[src/rtl/karatsuba_sched.sv]
// Two-requester 16x16 unsigned multiplier built from one shared 8x8 Karatsuba core, four passes per product.
// Define KARATSUBA_SCHED_RR_EN for round-robin arbitration; otherwise requester 0 has fixed priority.

module karatsuba_mul8 (
   input  logic [7:0]  x,
   input  logic [7:0]  y,
   output logic [15:0] z
);
   logic [7:0] z0;
   logic [7:0] z2;
   logic [4:0] xs;
   logic [4:0] ys;
   logic [9:0] zm;
   logic [9:0] z1;

   assign z0 = {4'b0, x[3:0]} * {4'b0, y[3:0]};
   assign z2 = {4'b0, x[7:4]} * {4'b0, y[7:4]};
   assign xs = {1'b0, x[7:4]} + {1'b0, x[3:0]};
   assign ys = {1'b0, y[7:4]} + {1'b0, y[3:0]};
   assign zm = {5'b0, xs} * {5'b0, ys};
   // Middle term equals xh*yl + xl*yh, never negative, at most 450.
   assign z1 = zm - {2'b0, z2} - {2'b0, z0};
   assign z  = {z2, 8'b0} + {2'b0, z1, 4'b0} + {8'b0, z0};
endmodule

module karatsuba_sched (
   input  logic        clk,
   input  logic        rst_n,
   input  logic        req0_valid,
   output logic        req0_ready,
   input  logic [15:0] req0_a,
   input  logic [15:0] req0_b,
   input  logic        req1_valid,
   output logic        req1_ready,
   input  logic [15:0] req1_a,
   input  logic [15:0] req1_b,
   output logic        res_valid,
   input  logic        res_ready,
   output logic [31:0] res_p,
   output logic        res_id,
   output logic        busy
);
   typedef enum logic [1:0] {IDLE, MUL, DONE} state_t;

   state_t      state_reg;
   state_t      state_next;
   logic [1:0]  pass_reg;
   logic [31:0] acc_reg;
   logic [15:0] a_reg;
   logic [15:0] b_reg;
   logic        id_reg;
   logic        grant_id;
   logic        accept;
   logic [7:0]  mul_x;
   logic [7:0]  mul_y;
   logic [15:0] mul_z;
   logic [31:0] partial;

`ifdef KARATSUBA_SCHED_RR_EN
   logic        rr_ptr_reg;

   // On contention the pointer picks; it then points at the loser.
   assign grant_id = (req0_valid && req1_valid) ? rr_ptr_reg : req1_valid;

   always_ff @(posedge clk or negedge rst_n) begin
      if (!rst_n) begin
         rr_ptr_reg <= 1'b0;
      end else if (accept) begin
         rr_ptr_reg <= ~grant_id;
      end
   end
`else
   assign grant_id = req1_valid && !req0_valid;
`endif

   // Pass bit 0 selects the a half, bit 1 the b half.
   assign mul_x = pass_reg[0] ? a_reg[15:8] : a_reg[7:0];
   assign mul_y = pass_reg[1] ? b_reg[15:8] : b_reg[7:0];

   karatsuba_mul8 u_mul (
      .x (mul_x),
      .y (mul_y),
      .z (mul_z)
   );

   always_comb begin
      partial = {16'b0, mul_z};
      case (pass_reg)
         2'd0:    partial = {16'b0, mul_z};
         2'd1:    partial = {8'b0, mul_z, 8'b0};
         2'd2:    partial = {8'b0, mul_z, 8'b0};
         default: partial = {mul_z, 16'b0};
      endcase
   end

   always_comb begin
      state_next = state_reg;
      accept     = 1'b0;
      req0_ready = 1'b0;
      req1_ready = 1'b0;
      case (state_reg)
         IDLE: begin
            req0_ready = req0_valid && !grant_id;
            req1_ready = req1_valid && grant_id;
            accept     = req0_valid || req1_valid;
            if (accept) begin
               state_next = MUL;
            end
         end
         MUL: begin
            if (pass_reg == 2'd3) begin
               state_next = DONE;
            end
         end
         DONE: begin
            if (res_ready) begin
               state_next = IDLE;
            end
         end
         default: state_next = IDLE;
      endcase
   end

   always_ff @(posedge clk or negedge rst_n) begin
      if (!rst_n) begin
         state_reg <= IDLE;
         pass_reg  <= 2'd0;
         acc_reg   <= 32'd0;
         a_reg     <= 16'd0;
         b_reg     <= 16'd0;
         id_reg    <= 1'b0;
      end else begin
         state_reg <= state_next;
         if (accept) begin
            a_reg    <= grant_id ? req1_a : req0_a;
            b_reg    <= grant_id ? req1_b : req0_b;
            id_reg   <= grant_id;
            acc_reg  <= 32'd0;
            pass_reg <= 2'd0;
         end else if (state_reg == MUL) begin
            acc_reg  <= acc_reg + partial;
            pass_reg <= pass_reg + 2'd1;
         end
      end
   end

   assign res_valid = (state_reg == DONE);
   assign res_p     = acc_reg;
   assign res_id    = id_reg;
   assign busy      = (state_reg != IDLE);
endmodule

[config.mk]
export PLATFORM = sky130hd
export DESIGN_NAME = karatsuba_sched
export DESIGN_NICKNAME = d
export VERILOG_FILES = /design/src/rtl/karatsuba_sched.sv
export SDC_FILE = /design/constraint.sdc
export NUM_CORES = 1
export LEC_CHECK = 0
export BUFFER_PORTS_ARGS = -buffer_cell sky130_fd_sc_hd__buf_2
export CAP_MARGIN = 10
export CORE_ASPECT_RATIO = 1.25
export CORE_MARGIN = 2
export CORE_UTILIZATION = 33
export DETAILED_ROUTE_END_ITERATION = 7
export PLACE_DENSITY = 0.53
export SLEW_MARGIN = 10
export SYNTH_ARGS = -nofsm -noshare
export SYNTH_HDL_FRONTEND = slang
export SYNTH_SLANG_ARGS = --single-unit
export TNS_END_PERCENT = 100
[constraint.sdc]
create_clock -name clk -period 18.7 [get_ports clk]
set_input_delay 1.87 -clock clk [delete_from_list [all_inputs] [get_ports clk]]
set_output_delay 1.87 -clock clk [all_outputs]
set_load 0.01 [all_outputs]
# ---- Word level (Yosys, flattened, before mapping)
# Cells that the tools add are included.
dict set report word_totals {
  register_bits 69
  inputBits 69
  elab_cells 53
}
dict set report classes {
  n_addsub 8
  n_mul 3
  eq_ne 8
  n_mux 16
  n_reduce_logical 12
}
# op count
set op_table {}
lappend op_table {{$mux 32} 2}
lappend op_table {{$pmux 32 s2} 1}
lappend op_table {{$add 32x32->32} 1}
lappend op_table {{$mux 16} 2}
lappend op_table {{$sub 10x8->10} 2}
lappend op_table {{$add 16x14->16} 1}
lappend op_table {{$add 16x8->16} 1}
lappend op_table {{$mul 4x4->8} 2}
lappend op_table {{$mux 8} 2}
lappend op_table {{$add 4x4->5} 2}
lappend op_table {{$mul 5x5->10} 1}
lappend op_table {{$mux 2} 5}
lappend op_table {{$eq 2x2->1 const B} 3}
lappend op_table {{$pmux 2 s3} 1}
lappend op_table {{$eq 2x1->1 const B} 2}
lappend op_table {{$logic_not 2->1} 2}
lappend op_table {{$ne 2x2->1 const B} 2}
lappend op_table {{$reduce_bool 2->1} 2}
lappend op_table {{$logic_and 1x1->1} 3}
lappend op_table {{$mux 1} 3}
lappend op_table {{$reduce_and 3->1} 1}
lappend op_table {{$add 2x1->2 const B} 1}
lappend op_table {{$logic_not 1->1} 2}
lappend op_table {{$ne 2x1->1 const B} 1}
lappend op_table {{other kinds (2)} 2}

# ---- Depth between registers and ports, before layout
# Gate-level depths: netlist of the first run.
dict set report logic_depth {
  word_depth 11
  depth_mapped 43
  ltp_nobuf 42
}

# ---- Cells and area by module
# A second synthesis of the first run with hierarchy kept.
dict set report hier_totals {
  hier_cells 949
  area_unflattened_um2 8097.8
}
# module instances cells_per_inst area_per_inst_um2 seq_area_each_um2
set modules_own_cells {}
lappend modules_own_cells {karatsuba_sched 1 636 5351.4 1726.7}
lappend modules_own_cells {karatsuba_mul8 1 313 2746.4 0.0}

# ---- Worst setup path after synthesis of the first run
# Ideal clock, no wire load.
dict set report synth_timing {
  kind {flip-flop to flip-flop}
  from {register pass_reg[0]}
  to {register acc_reg[29], in the netlist res_p[29]}
  setup_time_ps 146
  t_arrival_ps 9298
  required_time_ps 18554
  path_slack_ps 9256
  stages_incl_launch_ff 42
  n_path_buf 1
  cell_sequence {dfrtp_1 -> clkbuf_1 -> mux2i_1 -> inv_1 -> nand2_1 -> fa_1 -> inv_1 -> fa_1 -> inv_1 -> fa_1 -> xnor2_1 -> fa_1 -> fa_1 -> inv_1 -> fa_1 -> inv_1 -> fa_1 -> inv_1 -> [... 6 more ...] -> a21oi_1 -> xnor2_1 -> ha_1 -> nor2_1 -> a221oi_1 -> nand2_1 -> a22oi_1 -> nor2_1 -> ha_1 -> and3_1 -> nand4_1 -> nor3_1 -> o21ai_0 -> a21oi_1 -> o21ai_1 -> a211oi_1 -> mux2i_1 -> o311ai_0}
}
dict set report synth_via {
  elab_chain_len 11
  word_cells_on_any_way 17
}
# element line_no
set synth_rtl {}
lappend synth_rtl {{start, declared} 47} ;# logic [1:0] pass_reg;
lappend synth_rtl {{start signal, assigned} 142} ;# pass_reg <= pass_reg + 2'd1;
lappend synth_rtl {{$mux 8} 77} ;# assign mul_x = pass_reg[0] ? a_reg[15:8] : a_reg[7:0];
lappend synth_rtl {{$add 4x4->5} 18} ;# assign xs = {1'b0, x[7:4]} + {1'b0, x[3:0]};
lappend synth_rtl {{$mul 5x5->10} 20} ;# assign zm = {5'b0, xs} * {5'b0, ys};
lappend synth_rtl {{$sub 10x8->10 (2 in a row)} 22} ;# assign z1 = zm - {2'b0, z2} - {2'b0, z0};
lappend synth_rtl {{$add 16x14->16} 23} ;# assign z = {z2, 8'b0} + {2'b0, z1, 4'b0} + {8'b0, z0};
lappend synth_rtl {{$add 16x8->16} 23}
lappend synth_rtl {{$pmux 32 s2 *} 88} ;# case (pass_reg)
lappend synth_rtl {{$add 32x32->32 *} 141} ;# acc_reg <= acc_reg + partial;
lappend synth_rtl {{$mux 32 *} 140} ;# end else if (state_reg == MUL) begin
lappend synth_rtl {{$mux 32 *} 134} ;# if (accept) begin
lappend synth_rtl {{end signal, assigned} 141}
lappend synth_rtl {{end, declared} 48} ;# logic [31:0] acc_reg;
# Every way passes the cells marked *; elsewhere a longest branch is shown, timed or not. The select of a mux whose other input is x is not followed.
# A chain may end at the register's enable or synchronous reset.

# ---- Worst setup path in the final report of the first run
# Same ends and word-level chain as after synthesis.

==> results of run 1 <==
==> worst min-delay path, delay by kind of cell, from the launching register on <==
| kind | cells | cell delay [ns] |
|---|---|---|
| AO/OA/AOI/OAI | 1 | 0.06 |
| flip-flops | 1 | 0.34 |
| AND/OR/NAND/NOR | 1 | 0.05 |
==> cells in the mapped netlist, drive strengths merged, types with 5 or more instances <==
master / number
a21o: 26
nand2b: 8
mux2i: 18
ha: 99
nor2b: 29
a21oi: 46
inv: 79
and3: 5
nand2: 94
nor2: 66
a22o: 9
clkbuf: 27
a31oi: 20
o21ai: 88
a22oi: 33
and2: 25
o21bai: 6
dfrtp: 69
nor3: 11
fa: 33
or2: 5
xor2: 23
xnor2: 33
==> logic make-up (layout without fill, tap and decap cells) <==
group                      Yosys count  in the layout  synth area share (%)
AOI/OAI and AO/OA                  263            263                  22.8
xor gates and xnor gates            56             56                  6.41
adders and majority gates          132            132                  24.8
buffers and inverters              108            205                  5.30
DFF                                 69             69                  22.6
muxes                               18             18                  2.36
and+or+nand+nor                    256            256                  15.7
==> metal layers <==
metal | routed length, µm | up-vias | share of wire [%]
met2 | 11100 | 131 | 52
met1 | 9170 | 3132 | 43
li1 | - | 3333 | -
met5 | 0 | - | 0
met4 | 474 | 0 | 2.2
met3 | 607 | 34 | 2.8
==> stage by stage <==
step                      setup WS (ns)  util, %
final                              8.39     38.1
after global routing               7.41     38.1
after CTS                          8.39     38.1
after detailed placement           8.43     37.0
after global placement             8.56     37.0
after floorplan                    9.26        -
==> cell type report <==
cell class	instances	area share [%]
tap	288	4.13
clock buffer	10	2.62
timing repair buffer	109	6.37
sequential	69	19.8
inverter	80	3.44
clock inverter	6	0.445
multi-input combinational	725	63.2
==> worst paths after layout <==
| path | from | to | slack [ns] | cells past startpoint |
|---|---|---|---|---|
| worst max-delay path | pass_reg[0]$_DFFE_PN0P_ | res_p[29]$_DFFE_PN0P_ | 8.39 | 41 |
| max in group asynchronous | rst_n | a_reg[4]$_DFFE_PN0P_ | 16.33 | 2 |
| worst min register to register | a_reg[7]$_DFFE_PN0P_ | a_reg[7]$_DFFE_PN0P_ | 0.48 | 2 |
| worst max register to register | pass_reg[0]$_DFFE_PN0P_ | res_p[29]$_DFFE_PN0P_ | 8.39 | 41 |
| worst min-delay path | a_reg[7]$_DFFE_PN0P_ | a_reg[7]$_DFFE_PN0P_ | 0.48 | 2 |
| min in group asynchronous | rst_n | res_p[6]$_DFFE_PN0P_ | 1.73 | 2 |
==> summary.md, run 1 <==
| Metric | Value |
|---|---|
| Sequential Area | `1730 µm²` |
| Mapped Area | `7650 µm²` |
| Area of the multi-input gates | `5510 µm²` |
| Worst Path Required | `between 15 and 20 ns` |
| Crit share post-route | `55.1%` |
| Clock tree from TritonCTS | `done` |
| Share of post-route cells with drive strength above 1 | `about 15%` |
| Initial Util | `33.4%` |
| Fill count | `2370` |
| Initial antenna violation count | `0` |
| CTS max path bufs | `2` |
| Die Y | `174 µm` |
| Tightest Pin Transition | `between 1 and 1.5 ns` |
| Main synth FF type | `dfrtp_1` |
| Core area | `22900 µm²` |
| Count of flip-flops with a built-in enable after synthesis | `0` |
| Cell taking the most area after synthesis | `dfrtp_1` |
| Clk sinks | `69` |
| Clock transition at the registers of the reported paths | `around 0.060 ns` |
| Placed inst area | `around 8500 µm²` |
| Seq cells post-synth | `69` |
| Hold slack | `0.483 ns` |
| Crit-path slowest cell | `dfrtp_1` |
| Highest-count cells in the layout ignoring fill and taps | `buf_2, ha_1, nand2_1, o21ai_0, inv_1` |
| CP Capture Type | `register` |
| First-pass GRT wire length | `35000 µm` |
| Final setup fails | `0` |
| Asr flop ratio synth | `100%` |
| Synth top area share | `22.6%` |
| Post-route cell area | `8720 µm²` |
| Inserted Clock Buffers | `9` |
| GR Util met1 | `around a fifth` |
| Final WL | `around 21000 µm` |
| Largest register FFs | `32` |
| Post-synthesis sequential area ratio | `22.6%` |
| DRT Pass-1 Iters | `7` |
| I/O pin total | `106` |
| Total Nets Final | `1195` |
| Hold Fails Final Rpt | `0` |
| CP Class | `register to register` |
| Mean Syn Cell Area | `8.48 µm²` |
| DR vias/cell | `just over 5` |
| Commonest non-fill, non-tap cell in the layout | `buf_2` |
| Post-CTS Resized | `0` |
| Via count | `6630` |
| Top delay family on crit path | `adder cells` |
| Post-DRT Antenna Nets | `0` |
| # Post-CTS Setup Buffers | `0` |
| Met3 Usage GRT | `2.07%` |
| Finished Layout Cells | `between 1000 and 1500` |
| DP Cell Count | `1271` |
| YS warnings | `0` |
| Largest net degree at the start of global routing | `70` |
| Clock Latency Late Sink | `0.35 ns` |
| DIE AREA | `24400 µm²` |
| Ranking of synthesized cells by area | `dfrtp_1, ha_1, fa_1` |
| DR WL/cell | `16.6 µm` |
| Fin Setup TNS | `0 ns` |
| Drt initial violations | `260` |
| Vias in the first global route | `6810` |
| Max-Cap Viols | `0` |
| GRT met2 Usage | `about a third` |
| Cell variety after synth | `65` |
| Fin. max-slew vios | `0` |
| Failing checks | `design-rule violations` |
| Die Width | `~140 µm` |
| Port Buffers | `~110` |
| Total gr overflow | `0` |
| Min Tclk post-route | `about 10 ns` |
| Status | `finished with violations` |
| CTS root buffer | `clkbuf_16` |
| Num rows | `62` |
| Critical Path Fanout Max | `13` |
| Unrepaired setup endpoints after global routing | `false` |
| FMAX | `0.0970 GHz` |
| Synthesized Nets | `1103` |
| HP Class | `register to register` |
| Routability congestion estimate | `~0.88` |
| Headroom to the max-slew limit | `31.1%` |
| DRC Markers | `7` |
| Busiest grt layer | `met2` |
| Post-Syn Instances | `around 900` |
| CTS hold repair buffers | `0` |
| Area grow syn2layout | `14.1%` |
| DP HPWL | `17200 µm` |
| Htree depth | `3` |
| CP arrival | `roughly 11 ns` |
| Tot GR Track Use | `17.8%` |
| Startpoint types | `register` |
| Clk_skew | `0.00740 ns` |
| Max incr delay on CP | `0.74 ns` |
| Antenna diodes | `0` |
| Buf/Inv on CP | `7` |
Power of run 1 is left out: the tool's default activity adds up to more than one toggle a clock period on the data nets, which glitch-free logic cannot reach.
==> run 2, diff against run 1 <==
Settings changed: PLACE_DENSITY 0.53 to 0.55.
Clock period 18.7 ns to 8.95 ns, I/O delays scaled along.
==> summary.md, run 2 (same netlist as run 1, synthesis figures left out) <==
| Metric | Value |
|---|---|
| Status | `finished with violations` |
| Failing checks | `design-rule violations` |
| Fin. max-slew vios | `0 (unchanged)` |
| Htree depth | `3 (unchanged)` |
| Min Tclk post-route | `8.95 ns (-1.36 ns)` |
| CP Class | `register to register` |
| Critical Path Fanout Max | `5 (-8)` |
| Max incr delay on CP | `0.54 ns (-0.20 ns)` |
| Most common cell on crit path | `fa_1` |
| DRC Markers | `4 (-3)` |
| DR vias/cell | `5.07 (-1.5%)` |
| Clk_skew | `0.0111 ns (+0.00374 ns)` |
| Vias in the first global route | `7572 (+11%)` |
| CTS max path bufs | `2 (unchanged)` |
| Via count | `7368 (+11%)` |
| Crit share post-route | `100% (+45 points)` |
| Max-Cap Viols | `0 (unchanged)` |
| Post-route cell area | `10600 µm² (+21%)` |
| Highest-count cells in the layout ignoring fill and taps | `buf_4, buf_2, nand2_1, ha_1, o21ai_0` |
| Worst Path Required | `9.17 ns (-9.74 ns)` |
| HP Class | `register to register` |
| Tightest Pin Transition | `1.12 ns (+0.0886 ns)` |
| Num rows | `62 (unchanged)` |
| First-pass GRT wire length | `35900 µm (+2.7%)` |
| Port Buffers | `105 (unchanged)` |
| CP Capture Type | `register` |
| Clock tree from TritonCTS | `done` |
| FMAX | `0.112 GHz (+15%)` |
| Antenna diodes | `0 (unchanged)` |
| Inserted Clock Buffers | `9 (unchanged)` |
| Share of post-route cells with drive strength above 1 | `34.8% (+20 points)` |
| Largest register FFs | `32 (unchanged)` |
| Die Width | `140 µm (unchanged)` |
| CP arrival | `9.17 ns (-1.35 ns)` |
| Hold slack | `0.482 ns (-0.000837 ns)` |
| Top routing layer used | `met4` |
| Unrepaired setup endpoints after global routing | `true` |
| Clk sinks | `69 (unchanged)` |
| DR WL/cell | `15.2 µm (-8.1%)` |
| Hold Fails Final Rpt | `0 (unchanged)` |
| Final setup fails | `0 (unchanged)` |
| Routed wire length on met3 | `881 µm (+45%)` |
| Area grow syn2layout | `38.6%` |
| Drt initial violations | `278 (+6.9%)` |
| CTS root buffer | `clkbuf_16` |
| Commonest non-fill, non-tap cell in the layout | `buf_4` |
| Initial Util | `33.4% (unchanged)` |
| Met1 WL | `9370 µm (+2.1%)` |
| Core area | `22900 µm² (unchanged)` |
| Final WL | `22100 µm (+3.7%)` |
| DIE AREA | `24400 µm² (unchanged)` |
| Routability congestion estimate | `0.860 (-2.1%)` |
| Clock transition at the registers of the reported paths | `0.06 ns (about the same)` |
| I/O pin total | `106 (unchanged)` |
| DP HPWL | `17200 µm (-0.10%)` |
| Largest net degree at the start of global routing | `70 (unchanged)` |
| Worst R2R Setup Slack | `0.0009 ns (-8.39 ns)` |
| Placed inst area | `9550 µm² (+13%)` |
| Total Nets Final | `1360 (+14%)` |
| Metal2 WL | `11100 µm (+0.51%)` |
| Total gr overflow | `0 (unchanged)` |
| Crit-path slowest cell | `fa_1` |
| Clock Latency Late Sink | `0.34 ns (about the same)` |
| Startpoint types | `register` |
| DRT Pass-1 Iters | `7 (unchanged)` |
| Headroom to the max-slew limit | `25.5% (-5.6 points)` |
| Initial antenna violation count | `0 (unchanged)` |
| Tot GR Track Use | `18.0% (+0.22 points)` |
| Post-DRT Antenna Nets | `0 (unchanged)` |
| Die Y | `174 µm (unchanged)` |
-- run 2: through the flow --
stage	instances	worst slack (ns)	TNS [ns]	utilization, %
2_1_floorplan	902	0.0120	0	-
3_3_place_gp	1407	-0.415	-3.59	41.7
3_5_place_dp	1407	-0.537	-4.83	41.7
4_1_cts	1442	0.0158	0	44.7
5_1_grt	1452	-0.378	-2.75	46.3
6_report	1452	0.000916	0	46.3
-- run 2: worst max-delay path, delay by kind of cell (launching register included) --
| kind | cells | cell delay (ns) |
|---|---|---|
| XOR/XNOR | 4 | 0.58 |
| multiplexers | 1 | 0.18 |
| AND/OR/NAND/NOR | 5 | 0.62 |
| flip-flops | 1 | 0.44 |
| buffers and inverters | 10 | 0.80 |
| adder cells (fa/ha/maj) | 10 | 4.17 |
| AO/OA/AOI/OAI | 12 | 2.05 |
-- run 2: layer usage --
layer	track usage (%)	vias up
met1	21.3	3500
met4	7.32	0
li1	-	3658
met5	0	-
met2	32.5	166
met3	2.81	44
-- run 2: path summary, 6_finish.rpt --
path	end	startpoint	cells past startpoint
worst min-delay path	b_reg[6]$_DFFE_PN0P_	b_reg[6]$_DFFE_PN0P_	2
worst max-delay path	res_p[26]$_DFFE_PN0P_	pass_reg[0]$_DFFE_PN0P_	42
min in group asynchronous	res_p[28]$_DFFE_PN0P_	rst_n	2
worst min register to register	b_reg[6]$_DFFE_PN0P_	b_reg[6]$_DFFE_PN0P_	2
worst max register to register	res_p[26]$_DFFE_PN0P_	pass_reg[0]$_DFFE_PN0P_	42
max in group asynchronous	pass_reg[1]$_DFFE_PN0P_	rst_n	2
-- run 2: timing repair --
action,4_1_cts,5_1_grt
hold endpoints to repair,0,0
setup endpoints to repair,15,16
hold buffers,0,0
setup buffers,19,10
gates resized for setup,41,70
pin swaps,49,55
-- run 2: layout make-up --
type                            instances  area (µm²)
Tap cell                              288         360
Multi-Input combinational cell        725        6070
Sequential cell                        69        1730
Timing Repair Buffer                  274        1830
Clock buffer                           10         229
Clock inverter                          6        86.3
Fill cell                            2187       12300
Inverter                               80         303
Power of run 2 is left out for the same reason.
==> run 3, diff against run 2 <==
Settings changed: CTS_BUF_LIST set to sky130_fd_sc_hd__clkbuf_16.
==> summary.md, run 3 (same netlist as run 1, synthesis figures left out) <==
| Metric | Value |
|---|---|
| Num rows | `62 (unchanged)` |
| Fin. max-slew vios | `0 (unchanged)` |
| DR WL/cell | `15.2 µm (unchanged)` |
| DIE AREA | `24400 µm² (unchanged)` |
| Die Width | `140 µm (unchanged)` |
| Met1 WL | `9390 µm (+0.30%)` |
| Largest net degree at the start of global routing | `70 (unchanged)` |
| Initial antenna violation count | `0 (unchanged)` |
| Routability congestion estimate | `0.860 (unchanged)` |
| DRT Pass-1 Iters | `7 (unchanged)` |
| Clock tree from TritonCTS | `done` |
| Final worst slack | `-0.00417 ns (-0.00509 ns)` |
| Drt initial violations | `274 (-1.4%)` |
| Final setup fails | `1 (+1)` |
| Commonest non-fill, non-tap cell in the layout | `buf_4` |
| CP Capture Type | `register` |
| Tot GR Track Use | `18.0% (unchanged)` |
| First-pass GRT wire length | `35900 µm (unchanged)` |
| Max incr delay on CP | `0.54 ns (about the same)` |
| Post-DRT Antenna Nets | `0 (unchanged)` |
| I/O pin total | `106 (unchanged)` |
| Total gr overflow | `0 (unchanged)` |
| Largest register FFs | `32 (unchanged)` |
| Hold slack | `0.482 ns (unchanged)` |
| Antenna diodes | `0 (unchanged)` |
| Clock Latency Late Sink | `0.34 ns (about the same)` |
| Crit share post-route | `100% (about the same)` |
| Buf/Inv on CP | `10 (unchanged)` |
| Vias in the first global route | `7572 (unchanged)` |
| Core area | `22900 µm² (unchanged)` |
| CP arrival | `9.17 ns (about the same)` |
| Worst Path Required | `9.17 ns (about the same)` |
| Final WL | `22100 µm (unchanged)` |
| Clock transition at the registers of the reported paths | `0.06 ns (about the same)` |
| Htree depth | `3 (unchanged)` |
| Via count | `7369 (+0.014%)` |
| Area grow syn2layout | `38.6% (unchanged)` |
| Highest-count cells in the layout ignoring fill and taps | `buf_4, buf_2, nand2_1, ha_1` |
| Hold Fails Final Rpt | `0 (unchanged)` |
| Top delay family on crit path | `adder cells` |
| Routed wire length on met3 | `870 µm (-1.2%)` |
| DR vias/cell | `5.08 (about the same)` |
| HP Class | `register to register` |
| Max-Cap Viols | `0 (unchanged)` |
| Crit-path slowest cell | `fa_1` |
| Share of post-route cells with drive strength above 1 | `34.8% (unchanged)` |
| FMAX | `0.112 GHz (about the same)` |
| Total Nets Final | `1360 (unchanged)` |
| DRC Markers | `4 (unchanged)` |
| Status | `finished with violations` |
| Clk_skew | `0.0109 ns (-0.000202 ns)` |
| CP Class | `register to register` |
| Metal2 WL | `11100 µm (-0.16%)` |
| Failing checks | `design-rule violations, negative setup slack` |
| Min Tclk post-route | `8.95 ns (+0.00509 ns)` |
| Critical Path Fanout Max | `5 (unchanged)` |
| Port Buffers | `105 (unchanged)` |
| Unrepaired setup endpoints after global routing | `true` |
| Top routing layer used | `met4` |
| Inserted Clock Buffers | `9 (unchanged)` |
| CTS max path bufs | `2 (unchanged)` |
| DP HPWL | `17200 µm (unchanged)` |
| Tightest Pin Transition | `1.12 ns (-0.00000468 ns)` |
| CTS root buffer | `clkbuf_16` |
| Initial Util | `33.4% (unchanged)` |
| Pre-CTS WS | `-0.537 ns (unchanged)` |
| Headroom to the max-slew limit | `25.5% (about the same)` |
| Startpoint types | `register` |
| Die Y | `174 µm (unchanged)` |
| Most common cell on crit path | `fa_1` |
| CTS hold repair buffers | `0 (unchanged)` |
| Clk sinks | `69 (unchanged)` |
[run 3: cell count changes in the layout (fill, tap and decap cells not counted), sizes merged]
| cell | before | now |
|---|---|---|
| clkbuf | 10 | 9 |
| inv | 80 | 81 |
[run 3: worst reg2reg max path: cells and delay by family (launching register included)]
| family | cells | cell delay (ns) |
|---|---|---|
| xor gates and xnor gates | 4 | 0.58 |
| AOI/OAI and AO/OA | 12 | 2.05 |
| and+or+nand+nor | 5 | 0.62 |
| adders and majority gates | 10 | 4.19 |
| buffers and inverters | 10 | 0.81 |
| muxes | 1 | 0.18 |
| DFF | 1 | 0.44 |
[run 3: path summary, 6_finish.rpt]
check	start	end	slack [ns]	depth (start not counted)
min in group asynchronous	rst_n	res_p[28]$_DFFE_PN0P_	0.77	2
max in group asynchronous	rst_n	pass_reg[1]$_DFFE_PN0P_	7.54	2
min	b_reg[6]$_DFFE_PN0P_	b_reg[6]$_DFFE_PN0P_	0.48	2
min reg2reg	b_reg[6]$_DFFE_PN0P_	b_reg[6]$_DFFE_PN0P_	0.48	2
max reg2reg	pass_reg[0]$_DFFE_PN0P_	res_p[26]$_DFFE_PN0P_	-0.004	42
max	pass_reg[0]$_DFFE_PN0P_	res_p[26]$_DFFE_PN0P_	-0.004	42
[run 3: per-stage QoR]
stage                     util, %  std cells  cell area (µm²)  TNS [ns]
final                        46.3       1452            10600  -0.00417
after global routing         46.3       1452            10600     -2.75
after CTS                    44.7       1442            10200         0
after detailed placement     41.7       1407             9550     -4.83
after global placement       41.7       1407             9550     -3.59
after floorplan                 -        902             7720         0
[run 3: layout make-up]
cell class	instances	area [µm²]
clock buffer	9	225
tap	288	360
sequential	69	1730
multi-input combinational	725	6070
fill	2187	12300
clock inverter	7	90.1
inverter	80	303
timing repair buffer	274	1830
[run 3: what timing repair did]
item / in CTS / in global routing
hold endpoints to repair: 0 / 0
pin swaps: 49 / 55
gates resized for setup: 41 / 70
buffers inserted: 19 / 10
setup endpoints to repair: 15 / 16
[run 3: layer usage]
layer / GRT usage (%) / vias to the layer above
met3: 2.81 / 44
li1: - / 3660
met5: 0 / -
met1: 21.3 / 3498
met2: 32.5 / 167
met4: 7.32 / 0
Power of run 3 is left out for the same reason.
